==> src/rtl/vote_filter.sv <==
// ---------------------------------------------------------------------------
// vote_filter
//
// Purpose:
//   N-input majority/minority voter with a registered popcount and a
//   persistence (deglitch) filter on the vote output.
//   - Stage 1 registers the popcount of d and the raw vote.
//   - Stage 2 lets y follow the raw vote only after the two have disagreed
//     for HOLD consecutive enabled cycles.
//   Typical uses are redundant-sensor voting and conditioning inputs ahead
//   of control FSMs.
//
// Parameters:
//   N     number of voter inputs (odd, 3..15)
//   HOLD  consecutive enabled cycles of disagreement before y changes (1..255)
//   CW    width of count, derived as $clog2(N+1)
//
// Ports:
//   clk      in   1   rising-edge clock
//   reset_n  in   1   asynchronous active-low reset
//   en       in   1   cycle enable; when low, all state freezes
//   mode     in   1   0 = majority, 1 = minority
//   d        in   N   voter inputs
//   y        out  1   filtered vote (registered)
//   count    out  CW  registered popcount of d
//   changed  out  1   single-cycle pulse on the cycle y takes a new value
//   stable   out  1   high when no disagreement is pending
// ---------------------------------------------------------------------------
module vote_filter #(
  parameter int N    = 3,
  parameter int HOLD = 4,
  localparam int CW  = $clog2(N + 1)
) (
  input  logic          clk,
  input  logic          reset_n,
  input  logic          en,
  input  logic          mode,
  input  logic [N-1:0]  d,
  output logic          y,
  output logic [CW-1:0] count,
  output logic          changed,
  output logic          stable
);

  // Pending counter only has to reach HOLD-1, so it never needs more than
  // $clog2(HOLD) bits; HOLD=1 still gets a one-bit register that stays 0.
  localparam int PW = (HOLD > 1) ? $clog2(HOLD) : 1;

  localparam logic [CW-1:0] HALF    = CW'(N / 2);
  localparam logic [PW-1:0] HOLD_M1 = PW'(HOLD - 1);

  // Reject illegal configurations at elaboration time.
  generate
    if ((N < 3) || (N > 15) || ((N % 2) == 0)) begin : g_bad_n
      $error("vote_filter: N must be odd and in 3..15");
    end
    if ((HOLD < 1) || (HOLD > 255)) begin : g_bad_hold
      $error("vote_filter: HOLD must be in 1..255");
    end
  endgenerate

  logic [CW-1:0] count_q, count_d;
  logic          raw_q,   raw_d;
  logic          y_q,     y_d;
  logic [PW-1:0] pend_q,  pend_d;
  logic          changed_q, changed_d;
  logic [CW-1:0] pop;

  // Popcount of the voter inputs.
  always_comb begin
    pop = '0;
    for (int i = 0; i < N; i++) begin
      pop = pop + CW'(d[i]);
    end
  end

  // Stage 1: N is odd so there are no ties, and minority is simply the
  // complement of majority.
  always_comb begin
    count_d = count_q;
    raw_d   = raw_q;
    if (en) begin
      count_d = pop;
      raw_d   = (pop > HALF) ^ mode;
    end
  end

  // Stage 2: persistence filter. Any agreeing edge clears pend, so a
  // disagreement must be uninterrupted to reach y. A disabled edge holds
  // everything except changed, which drops so a pulse lasts one cycle.
  always_comb begin
    y_d       = y_q;
    pend_d    = pend_q;
    changed_d = 1'b0;
    if (en) begin
      if (raw_q == y_q) begin
        pend_d = '0;
      end else if (pend_q == HOLD_M1) begin
        y_d       = raw_q;
        pend_d    = '0;
        changed_d = 1'b1;
      end else begin
        pend_d = pend_q + PW'(1);
      end
    end
  end

  // State registers for both stages.
  always_ff @(posedge clk or negedge reset_n) begin
    if (!reset_n) begin
      count_q   <= '0;
      raw_q     <= 1'b0;
      y_q       <= 1'b0;
      pend_q    <= '0;
      changed_q <= 1'b0;
    end else begin
      count_q   <= count_d;
      raw_q     <= raw_d;
      y_q       <= y_d;
      pend_q    <= pend_d;
      changed_q <= changed_d;
    end
  end

  assign y       = y_q;
  assign count   = count_q;
  assign changed = changed_q;
  assign stable  = (pend_q == '0);

endmodule

==> config.mk <==
export PLATFORM = sky130hd
export DESIGN_NAME = vote_filter
export DESIGN_NICKNAME = d
export VERILOG_FILES = /design/src/rtl/vote_filter.sv
export SDC_FILE = /design/constraint.sdc
export NUM_CORES = 1
export LEC_CHECK = 0
export ABC_AREA = 1
export BUFFER_PORTS_ARGS = -buffer_cell sky130_fd_sc_hd__buf_4
export CELL_PAD_IN_SITES_DETAIL_PLACEMENT = 0
export CELL_PAD_IN_SITES_GLOBAL_PLACEMENT = 2
export CORE_MARGIN = 4
export CORE_UTILIZATION = 28
export CTS_CLUSTER_DIAMETER = 60
export CTS_CLUSTER_SIZE = 30
export DETAILED_ROUTE_END_ITERATION = 12
export PLACE_DENSITY = 0.83
export SLEW_MARGIN = 20
export SYNTH_ARGS = -nofsm -noshare
export SYNTH_HDL_FRONTEND = slang
export SYNTH_SLANG_ARGS = --single-unit
export TNS_END_PERCENT = 1
==> constraint.sdc <==
create_clock -name clk -period 1.9 [get_ports clk]
set_input_delay 0 -clock clk [delete_from_list [all_inputs] [get_ports clk]]
set_output_delay 0 -clock clk [all_outputs]
set_load 0.02 [all_outputs]
## After elaboration in Yosys (flattened, before gate mapping)

Cells that the tools add are included.

- Bits in writable memories: 0
- Input port bits: 7
- Logic and storage cells: 20
- Memories kept: 0
- Bits in latches: 0
- Output and inout bits: 5
- Flip-flop bits (word level): 7
- ROM bits: 0

- Reductions and logical operators: 2
- $mul: 0
- Add/sub/neg operators: 3
- Bitwise operators: 2
- Magnitude comparators: 1
- Equal/unequal tests: 2
- Shift operators: 0
- Div/mod/pow operators: 0
- Mux-type cells: 5

Operator list:

| cell | count |
|---|---|
| two-way mux 2 bit | 2 |
| two-way mux 1 bit | 3 |
| AND reduction 3 bit | 1 |
| adder 1 x 1 -> 2 bit | 1 |
| adder 2 x 1 -> 2 bit | 1 |
| adder 2 x 1 -> 2 bit (second input constant) | 1 |
| == test 2 bit (second input constant) | 1 |
| > comparator 2 x 1 -> 1 bit (second input constant) | 1 |
| zero test 2 bit | 1 |
| == test 1 bit | 1 |
| NOT 1 bit | 1 |
| bitwise XOR 1 bit | 1 |

## Longest topological paths before layout

Gate-level depths: netlist (run 1).

- Word-level depth: 4
- Depth in mapped cells: 4
- Depth with buffers taken out: 4

## Worst setup path before layout (run 1)

No wires, ideal clock.

- Kind: flip-flop to flip-flop
- From: register pend_q[0]
- To: register y_q, in the netlist y
- Period minus slack after synthesis: 0.919 ns
- Arrival: 0.799 ns
- Data required time: 1.780 ns
- Stages on the path, launching flop included: 4
- Library setup time: 0.120 ns
- Path slack: 0.981 ns
- Buffers on the path: 0
- Cell sequence: dfrtp_1 > ha_1 > a31oi_1 > nor2_1

- Longest elaborated chain between the ends: 2

RTL lines:

| element | line | text |
|---|---|---|
| from (decl) | 65 | `logic [PW-1:0] pend_q, pend_d;` |
| from (signal assigned) | 120 | `pend_q <= pend_d;` |
| == test 2 bit | 98 | `end else if (pend_q == HOLD_M1) begin` |
| AND reduction 3 bit (no line) | n/a |  |
| to (signal assigned) | 119 | `y_q <= y_d;` |
| to (decl) | 64 | `logic y_q, y_d;` |

Every way passes these cells.
A chain may end at the register's enable or synchronous reset.

## Worst setup path after layout (run 1)

- From: register pend_q[0]
- To: output port stable

- Longest elaborated chain between the ends: 1

RTL lines:

| element | line | text |
|---|---|---|
| zero test 2 bit | 128 | `assign stable = (pend_q == '0);` |
| to (decl) | 42 | `output logic stable` |

Every way passes these cells.

==> results of run 1 <==
==> worst register-to-register path: cells and delay by family, from the launching register on <==
family / cells / cell delay [ns]
and+or+nand+nor: 2 / 0.14
DFF: 1 / 0.39
buffers and inverters: 1 / 0.06
adders and majority gates: 1 / 0.28
==> sequential cells by signal, indices dropped and copies added (netlist names) <==
register,cells
changed,1
count,2
pend_q,2
raw_q,1
y,1
==> logic make-up (layout without fill, tap and decap cells) <==
kind of cell,after synthesis,count (layout)
adders and majority gates,3,3
buffers and inverters,7,23
DFF,7,7
xor gates and xnor gates,1,1
AOI/OAI and AO/OA,1,1
and+or+nand+nor,22,22
==> how the worst min path moves through the flow <==
stage / startpoint / to / slack (ns) / depth (start not counted)
3_3_place_gp: reset_n / y$_DFFE_PN0P_ / -0.18 / 1
5_1_grt: en / raw_q$_DFFE_PN0P_ / 0.02 / 3
4_1_cts: en / raw_q$_DFFE_PN0P_ / 0.02 / 3
3_5_place_dp: reset_n / y$_DFFE_PN0P_ / -0.18 / 1
2_1_floorplan: reset_n / changed$_DFF_PN0_ / -0.30 / 0
6_report: en / raw_q$_DFFE_PN0P_ / 0.02 / 3
==> metal layers <==
metal / up-vias / track usage / share of wire
met5: - / 0 / 0
met4: 0 / 0.0723 / 0
met3: 0 / 0.0366 / 0.075
met2: 11 / 0.105 / 0.45
met1: 136 / 0.0968 / 0.47
li1: 160 / - / -
==> layout by cell type (no fill, tap or decap) <==
cell type	instances
dlygate4sd3_1	2
nor2_1	2
clkbuf_1	1
inv_2	3
fa_1	1
nand3_2	1
buf_4	11
inv_1	3
a31oi_1	1
nand2_1	14
clkbuf_4	3
xor2_1	1
ha_1	2
dfrtp_1	7
nor2_2	1
nand4_1	3
nand2_2	1
==> report_power, final <==
group          total (W)  switching, W  internal (W)
Combinational   0.000211      0.000117     0.0000943
Clock           0.000134     0.0000536     0.0000801
Sequential      0.000226     0.0000389      0.000187
Total           0.000571      0.000209      0.000361
==> metrics by stage <==
step,instance area [um^2],total power [W],setup WS [ns],utilization,cells
4_1_cts,505,0.000582,0.854,0.432,71
5_1_grt,505,0.000616,0.824,0.432,71
3_3_place_gp,459,0.000442,0.934,0.392,65
3_5_place_dp,459,0.000440,0.930,0.392,65
2_1_floorplan,370,0.000365,0.981,-,41
6_report,505,0.000571,0.869,0.432,71
==> final cells by class <==
class | count | area, um^2
inverter | 6 | 22.5
sequential | 7 | 175
tap | 14 | 17.5
fill | 125 | 666
clock buffer | 4 | 26.3
timing repair buffer | 13 | 103
multi-input combinational | 27 | 161
==> out/metrics.cfg, run 1 <==
[grt]
grt_pass1_wl_um = 1080
antenna_found_initial = 0
grt_pass1_vias = 273
grt_max_degree = 9
grt.total_usage = 0.0804
overflow = 0

[drt]
initialDrtViolationCount = 4
drt_wl_total_um = 683
drc = 0
wl_per_cell_um = 9.62
drtAntennaViolNets = 0
viasPerCell = 4.32
num_vias = 307
drt_first_pass_iters = 2

[critical_path]
critical_path.endpoint = stable
r2r_cells = 4
path_max_fanout = 4
crit_buf_inv = 2
crit_cells = 3
start_kind = flop
cp-startpoint = pend_q[0]$_DFFE_PN0P_
cp.arrival_ns = 1.03
reg2reg_from = pend_q[0]$_DFFE_PN0P_
worstPathCellList = inv_1 -> ha_1 -> buf_4
max_stage_delay_ns = 0.39
worstSetupPathType = flop to output port
slowest_stage = dfrtp_1
timing.rr.end = pend_q[1]$_DFFE_PN0P_
crit_family = flip-flops
crit_path_end_kind = output port
r2r_setup_slack_ns = 0.92
crit_required_ns = 1.90

[clocking]
cts_tree = built
cts.clk_slew.worst_paths_ns = 0.05
postCtsHoldBufs = 2
cts_sinks = 7
cts_buffer_depth = 2
htree_levels = 1
numCtsBuffers = 3
post-cts-setup-buffers = 0
post_cts_resized = 0
clk_root_buffer_cell = clkbuf_4
insertion_delay_ns = 0.25

[yosys]
synthXorXnorAreaFrac = 0.0236
yosys.area.top_type_share = 0.473
synth_simple_gate_area_frac = 0.274
synth_most_common_cell = nand2_1
yosys_most_used_dff = dfrtp_1
synth_top_area_cell = dfrtp_1
synth_adder_area_share = 0.122
synth_common_cells = 14 x nand2_1, 7 x dfrtp_1, 3 x inv_1, 3 x inv_2, 3 x nand4_1
synth_compound_area_frac = 0.0169
yosysSeqAreaShare = 0.473
ys_types = 14
synth_edf_count = 0
netlist_top_cells_area = dfrtp_1 47%, nand2_1 14%, ha_1 6.8%
synthMuxAreaShare = 0
syn_area_um2 = 370
synthArstFlopShare = 1.00
synth_seq_cells = 7
netlist_instances = 41
synth_top_family_by_area = simple AND/OR/NAND/NOR gates
synth_nets = 51
synth_warnings = 0
syn_avg_cell_area_um2 = 9.03

[timing]
fin_tns_setup_ns = 0
fin_crit_sh = 0.543
whs_ns = 0.0246
maxSlewViolCount = 0
worstMarginPinSlew_ns = 0.169
skew_ns = 0.00134
max-slew-margin-rel = 0.887
setup_violations = 0
hold_viol = 0
fin_crit_ns = 1.03
rsz0062_at_grt = no
fmaxAchievable_mhz = 970

[pwr]
leakagePower_nw = 0.276
p_per_area_nw_per_um2 = 1130
ir_drop_v = 0.000377

[final_layout]
area_delta_synth_final_pct = 36.5
nets = 68
drive_above_1_share = 0.351
n_antenna_cell = 0

[job]
drv_cap = 0

[floorplan]
rows = 12
start_util = 0.316
dieArea_um2 = 1970
chipHeight_um = 44.4
die_w_um = 44.4
ios = 12
core_um2 = 1170

[placed_design]
gp_congestion = 0.656
hpwl_um = 516
io_buffers = 11

[worst_hold_path]
hold_path.class = primary input to flop

[status]
status = completed

No activity file was read; power rests on OpenSTA's default activity.
==> run 2, diff against run 1 <==
- CORE_UTILIZATION: 28 -> 26
- PLACE_DENSITY: 0.83 -> 0.79
- clock period: 1.9 -> 1 ns (I/O delays scaled with it)
==> run 2 against run 1 <==
Net effect: die area increased by 6.3%; sequential cell count stayed put; via count is the same; global-route usage is 0.45 points higher; highest routed layer unchanged.
==> out/metrics.cfg, run 2 (synthesis gave the netlist of run 1 again) <==
[status]
status = completed  ; unchanged

[final_layout]
drive_above_1_share = 0.404  ; was 0.351
num-fill-cells = 142  ; was 125
nets = 68  ; unchanged
final_core_utilization = 0.397  ; was 0.432
layout_common_cells = 14 x nand2_1, 11 x buf_4, 7 x dfrtp_1  ; unchanged
multi_input_area_um2 = 176  ; was 161 um^2
area_delta_synth_final_pct = 41.2  ; was 36.5%
n_antenna_cell = 0  ; unchanged
seq_area_um2 = 175  ; unchanged
mostFrequentLayoutCell = nand2_1  ; unchanged

[timing]
fin_tns_setup_ns = 0  ; unchanged
fin_crit_sh = 0.981
skew_ns = 0.000193  ; was 0.00134 ns
worstMarginPinSlew_ns = 0.175  ; was 0.169 ns
hold_viol = 0  ; unchanged
maxSlewViolCount = 0  ; unchanged
fin_crit_ns = 0.981
setup_violations = 0  ; unchanged
fmaxAchievable_mhz = 1020
rsz0062_at_grt = yes  ; was no
max-slew-margin-rel = 0.884  ; was 0.887
worst_slack_ns = 0.0193  ; was 0.869 ns

[drt]
drtAntennaViolNets = 0  ; unchanged
viasPerCell = 4.26  ; was 4.32
num_vias = 307  ; unchanged
drt_wl_total_um = 699  ; was 683 um
initialDrtViolationCount = 4  ; unchanged
drt_first_pass_iters = 4  ; was 2
drc = 0  ; unchanged
wl_per_cell_um = 9.71  ; was 9.62 um

[critical_path]
cp.arrival_ns = 0.98  ; was 1.03 ns
start_kind = flop  ; unchanged
crit_path_end_kind = output port  ; unchanged
crit_required_ns = 1.00  ; was 1.90 ns
reg2reg_from = pend_q[0]$_DFFE_PN0P_  ; unchanged
worstSetupPathType = flop to output port  ; unchanged
r2r_cells = 4  ; unchanged
path_max_fanout = 3  ; was 4
r2r_setup_slack_ns = 0.08  ; was 0.92 ns
timing.rr.end = pend_q[1]$_DFFE_PN0P_  ; unchanged

[pwr]
p_clk_frac = 0.219  ; was 0.234
ir_drop_v = 0.000719  ; was 0.000377 V
combPwrFrac = 0.428  ; was 0.370
p_switching_w = 0.000438  ; was 0.000209 W
leakagePower_nw = 0.276  ; about the same
intPower_w = 0.000758  ; was 0.000361 W
p_total_w = 0.00120  ; was 0.000571 W
seqPwrFrac = 0.352  ; was 0.396
p_per_area_nw_per_um2 = 2290  ; was 1130 nW/um^2
swShare = 0.366  ; was 0.367

[floorplan]
core_um2 = 1320  ; was 1170 um^2
die_w_um = 45.7  ; was 44.4 um
ios = 12  ; unchanged
start_util = 0.281  ; was 0.316
dieArea_um2 = 2090  ; was 1970 um^2
rows = 13  ; was 12
chipHeight_um = 45.7  ; was 44.4 um

[grt]
antenna_found_initial = 0  ; unchanged
grt_pass1_vias = 315  ; was 273
grt_max_degree = 9  ; unchanged
grt_pass1_wl_um = 1230  ; was 1080 um
overflow = 0  ; unchanged
grt.total_usage = 0.0850  ; was 0.0804

[clocking]
cts.clk_slew.worst_paths_ns = 0.05  ; about the same
cts_sinks = 7  ; unchanged
cts_buffer_depth = 2  ; unchanged
cts_tree = built  ; unchanged
numCtsBuffers = 3  ; unchanged
clk_root_buffer_cell = clkbuf_4  ; unchanged
htree_levels = 1  ; unchanged
insertion_delay_ns = 0.25  ; about the same

[placed_design]
io_buffers = 11  ; unchanged
gp_congestion = 0.638  ; was 0.656
pre_cts_ws_ns = 0.0436  ; was 0.930 ns
hpwl_um = 556  ; was 516 um

[worst_hold_path]
hold_depth = 4  ; was 3
hold_path.class = primary input to flop  ; unchanged
hold_path.startpoint = mode  ; was en
min_to = raw_q$_DFFE_PN0P_  ; unchanged

[job]
drv_cap = 0  ; unchanged

-- run 2: cell count changes in the layout (fill, tap and decap cells not counted), sizes merged --
cell / delta
buf: +1
dlygate4sd3: -1
-- run 2: power groups by stage --
stage	logic [W]	clock network (W)	registers (W)
floorplan	0.000238	0	0.000455
global placement	0.000452	0	0.000423
detailed placement	0.000446	0	0.000426
CTS	0.000477	0.000269	0.000421
global route	0.000564	0.000277	0.000436
finish	0.000512	0.000262	0.000421
-- run 2: worst max path at each step --
stage | slack [ns] | startpoint | end | cells past startpoint
3_3_place_gp | 0.04 | pend_q[0]$_DFFE_PN0P_ | pend_q[0]$_DFFE_PN0P_ | 4
2_1_floorplan | 0.08 | pend_q[0]$_DFFE_PN0P_ | y$_DFFE_PN0P_ | 3
5_1_grt | -0.02 | pend_q[0]$_DFFE_PN0P_ | stable | 3
4_1_cts | 0.007 | pend_q[1]$_DFFE_PN0P_ | stable | 3
6_report | 0.02 | pend_q[0]$_DFFE_PN0P_ | stable | 3
3_5_place_dp | 0.04 | d[0] | raw_q$_DFFE_PN0P_ | 5
-- run 2: through the flow --
stage	cells	hold WS [ns]	instance area, um^2
floorplan	41	-0.296	370
global placement	67	-0.180	468
detailed placement	67	-0.181	468
CTS	72	0.000241	508
global route	72	0.0158	523
finish	72	0.00128	523
-- run 2: final cells by class --
cell class | instances | area share
repair buffers | 13 | 0.199
flip-flops and latches | 7 | 0.335
clock buffers | 4 | 0.0502
well taps | 15 | 0.0359
inverters | 6 | 0.0431
multi-input cells | 27 | 0.337
-- run 2: metal layers --
metal,GRT usage,part of all wire
met1,0.102,0.47
met4,0.0682,0
met5,0,0
met3,0.0237,0.099
met2,0.125,0.43
-- run 2: what timing repair did --
item / in CTS / in global routing
hold endpoints to repair: 7 / 0
pin swaps: 0 / 1
resized for setup: 1 / 3
setup buffers: 0 / 0
setup endpoints to repair: 1 / 4
hold buffers: 1 / 0
-- run 2: worst max-delay path, cell delays in order (launching register included) --
cell     delay [ns]
dfrtp_1        0.39
inv_1          0.10
ha_4           0.13
buf_6          0.10
==> run 3, diff against run 2 <==
- ABC_AREA: 1 -> default
- CORE_UTILIZATION: 26 -> 24
- PLACE_DENSITY: 0.79 -> 0.73
- clock period: 1 -> 0.84 ns (I/O delays scaled with it)
==> run 3 against run 2 <==
Net effect: the run now ends with setup timing left; combinational power rose by 28%; worst setup slack got worse by 0.29 ns; sequential power rose by 22%; critical path depth did not move; final cell count fell by 19%; synthesized cell count fell by 37%; register-to-register slack got worse by 0.35 ns; clock power rose by 13%; via count fell by 20%; clock skew rose by 0.0014 ns; sequential share of layout area rose by 1.8 points; power rose by 22%; critical endpoint is now pend_q[0]$_DFFE_PN0P_.
==> out/metrics.cfg, run 3 <==
[yosys]
synthArstFlopShare = 1.00  ; unchanged
syn_area_um2 = 332  ; was 370 um^2
synth_simple_gate_area_frac = 0.0717  ; was 0.274
ys_types = 12  ; was 14
synth_most_common_cell = dfrtp_1  ; was nand2_1
synth_nets = 36  ; was 51
synthMuxAreaShare = 0.102  ; was 0
synthXorXnorAreaFrac = 0.0528  ; was 0.0236
netlist_instances = 26  ; was 41
yosys.area.top_type_share = 0.528  ; was 0.473
synth_top_family_by_area = adder cells  ; was simple AND/OR/NAND/NOR gates
synth_adder_area_share = 0.136  ; was 0.122
synth_seq_cells = 7  ; unchanged
synth_warnings = 0  ; unchanged
synth_common_cells = 7 x dfrtp_1, 3 x mux2_2  ; was 14 x nand2_1, 7 x dfrtp_1, 3 x inv_1, 3 x inv_2, 3 x nand4_1
syn_avg_cell_area_um2 = 12.8  ; was 9.03 um^2
yosysSeqAreaShare = 0.528  ; was 0.473
synth_top_area_cell = dfrtp_1  ; unchanged
yosys_most_used_dff = dfrtp_1  ; unchanged
synth_edf_count = 0  ; unchanged
synth_compound_area_frac = 0.0528  ; was 0.0169
netlist_top_cells_area = dfrtp_1 53%, mux2_2 10%, ha_1 7.5%  ; was dfrtp_1 47%, nand2_1 14%, ha_1 6.8%

[pwr]
p_per_area_nw_per_um2 = 2940  ; was 2290 nW/um^2
p_total_w = 0.00146  ; was 0.00120 W
ir_drop_v = 0.00117  ; was 0.000719 V
leakagePower_nw = 0.239  ; was 0.276 nW

[timing]
fin_tns_setup_ns = -0.732  ; was 0 ns
fin_crit_ns = 1.11
setup_violations = 4  ; was 0
maxSlewViolCount = 0  ; unchanged
hold_viol = 0  ; unchanged
rsz0062_at_grt = yes  ; unchanged
fin_crit_sh = 1.33
fmaxAchievable_mhz = 898
worst_slack_ns = -0.274  ; was 0.0193 ns
worstMarginPinSlew_ns = 0.174  ; was 0.175 ns
skew_ns = 0.00164  ; was 0.000193 ns
max-slew-margin-rel = 0.884  ; about the same

[final_layout]
nets = 54  ; was 68
n_antenna_cell = 0  ; unchanged
area_delta_synth_final_pct = 49.8  ; was 41.2%
multi_input_area_um2 = 154  ; was 176 um^2
mostFrequentLayoutCell = buf_4  ; was nand2_1
final_area_um2 = 497  ; was 523 um^2
num-fill-cells = 133  ; was 142
layout_common_cells = 11 x buf_4, 7 x dfrtp_1, 3 x clkbuf_4  ; was 14 x nand2_1, 11 x buf_4, 7 x dfrtp_1
seq_area_um2 = 175  ; unchanged
drive_above_1_share = 0.512  ; was 0.404

[critical_path]
slowest_stage = dfrtp_1  ; unchanged
path_max_fanout = 3  ; unchanged
crit_path_end_kind = flop  ; was output port
reg2reg_from = pend_q[0]$_DFFE_PN0P_  ; unchanged
max_stage_delay_ns = 0.39  ; about the same
worstPathCellList = ha_2 -> or3b_1 -> o22ai_1  ; was inv_1 -> ha_4 -> buf_6
cp.arrival_ns = 1.28  ; was 0.98 ns
critical_path.endpoint = pend_q[0]$_DFFE_PN0P_  ; was stable
start_kind = flop  ; unchanged
timing.rr.end = pend_q[0]$_DFFE_PN0P_  ; was pend_q[1]$_DFFE_PN0P_
cp-startpoint = pend_q[0]$_DFFE_PN0P_  ; unchanged
worstSetupPathType = flop to flop  ; was flop to output port
r2r_setup_slack_ns = -0.27  ; was 0.08 ns
crit_required_ns = 1.00  ; about the same
r2r_cells = 3  ; was 4

[placed_design]
dpl_cell_area_um2 = 442  ; was 468 um^2
gp_congestion = 0.675  ; was 0.638
pre_cts_ws_ns = -0.264  ; was 0.0436 ns
io_buffers = 11  ; unchanged

[grt]
overflow = 0  ; unchanged
grt_pass1_vias = 250  ; was 315
antenna_found_initial = 0  ; unchanged
grt_pass1_wl_um = 945  ; was 1230 um
grt.total_usage = 0.0675  ; was 0.0850
grt_max_degree = 10  ; was 9

[worst_hold_path]
hold_path.class = primary input to flop  ; unchanged
hold_depth = 2  ; was 4

[clocking]
cts_buffer_depth = 2  ; unchanged
clk_root_buffer_cell = clkbuf_4  ; unchanged
insertion_delay_ns = 0.25  ; about the same
post-cts-setup-buffers = 0  ; unchanged
cts_sinks = 7  ; unchanged
cts.clk_slew.worst_paths_ns = 0.05  ; about the same
cts_tree = built  ; unchanged
numCtsBuffers = 3  ; unchanged
htree_levels = 1  ; unchanged

[drt]
drt_wl_total_um = 569  ; was 699 um
initialDrtViolationCount = 2  ; was 4
viasPerCell = 4.22  ; was 4.26
drtAntennaViolNets = 0  ; unchanged
drt_first_pass_iters = 2  ; was 4
drc = 0  ; unchanged
wl_per_cell_um = 9.81  ; was 9.71 um
num_vias = 245  ; was 307

[floorplan]
chipHeight_um = 45.2  ; was 45.7 um
dieArea_um2 = 2040  ; was 2090 um^2
die_w_um = 45.2  ; was 45.7 um
start_util = 0.255  ; was 0.281
rows = 13  ; unchanged
core_um2 = 1300  ; was 1320 um^2
ios = 12  ; unchanged

[status]
status = finished with violations  ; was completed
violations = setup timing

[job]
drv_cap = 0  ; unchanged

==> run 3: cell count changes after synthesis, sizes merged, moves of 2 or more <==
cell / delta
nand2: -13
inv: -4
mux2: +3
nand4: -3
o22ai: +2
xnor2: +2
==> run 3: stage by stage <==
| step | std cells | hold WS (ns) | util |
|---|---|---|---|
| floorplan | 26 | -0.296 | - |
| global placement | 53 | -0.185 | 0.339 |
| detailed placement | 53 | -0.185 | 0.339 |
| CTS | 58 | 0.000858 | 0.379 |
| global route | 58 | 0.0171 | 0.382 |
| finish | 58 | 0.00317 | 0.382 |
==> run 3: repair_timing <==
| item | CTS | global route |
|---|---|---|
| hold buffers | 1 | 0 |
| setup endpoints to repair | 5 | 6 |
| pin swaps | 1 | 0 |
| gates resized for setup | 3 | 1 |
| endpoints found under the hold margin | 7 | 0 |
==> run 3: worst min path at each step <==
| stage | slack [ns] | start | endpoint |
|---|---|---|---|
| after floorplan | -0.30 | reset_n | changed$_DFF_PN0_ |
| after global placement | -0.18 | reset_n | raw_q$_DFFE_PN0P_ |
| after detailed placement | -0.19 | reset_n | y$_DFFE_PN0P_ |
| after CTS | 0.0009 | en | raw_q$_DFFE_PN0P_ |
| after global routing | 0.02 | en | raw_q$_DFFE_PN0P_ |
| final | 0.003 | en | raw_q$_DFFE_PN0P_ |
==> run 3: layout make-up <==
type                    count  share of cell area
multi-input cells          16               0.310
flip-flops and latches      7               0.353
inverters                   2              0.0151
repair buffers             14               0.232
clock buffers               4              0.0529
well taps                  15              0.0378
==> run 3: cells by family after synthesis <==
family,count (synthesis)
compound gates,3
xor+xnor,2
fa+ha+maj,3
buf+inv,3
flops,7
mux,3
simple gates,5
==> run 3: worst max-delay path: cells and delay by family (launching register included) <==
family,cells,cell delay [ns]
and+or+nand+nor,1,0.34
DFF,1,0.39
AOI/OAI and AO/OA,1,0.12
adders and majority gates,1,0.19
==> run 3: metal layers <==
metal / track usage / part of all wire / up-vias
li1: - / - / 121
met1: 0.0767 / 0.38 / 115
met2: 0.102 / 0.53 / 7
met3: 0.0120 / 0.051 / 2
met4: 0.0702 / 0.030 / 0
met5: 0 / 0 / -
==> run 3: report_power, final <==
| group | switching [W] | total (W) | internal [W] |
|---|---|---|---|
| Clock | 0.000115 | 0.000296 | 0.000181 |
| Sequential | 0.0000794 | 0.000513 | 0.000434 |
| Combinational | 0.000278 | 0.000653 | 0.000375 |
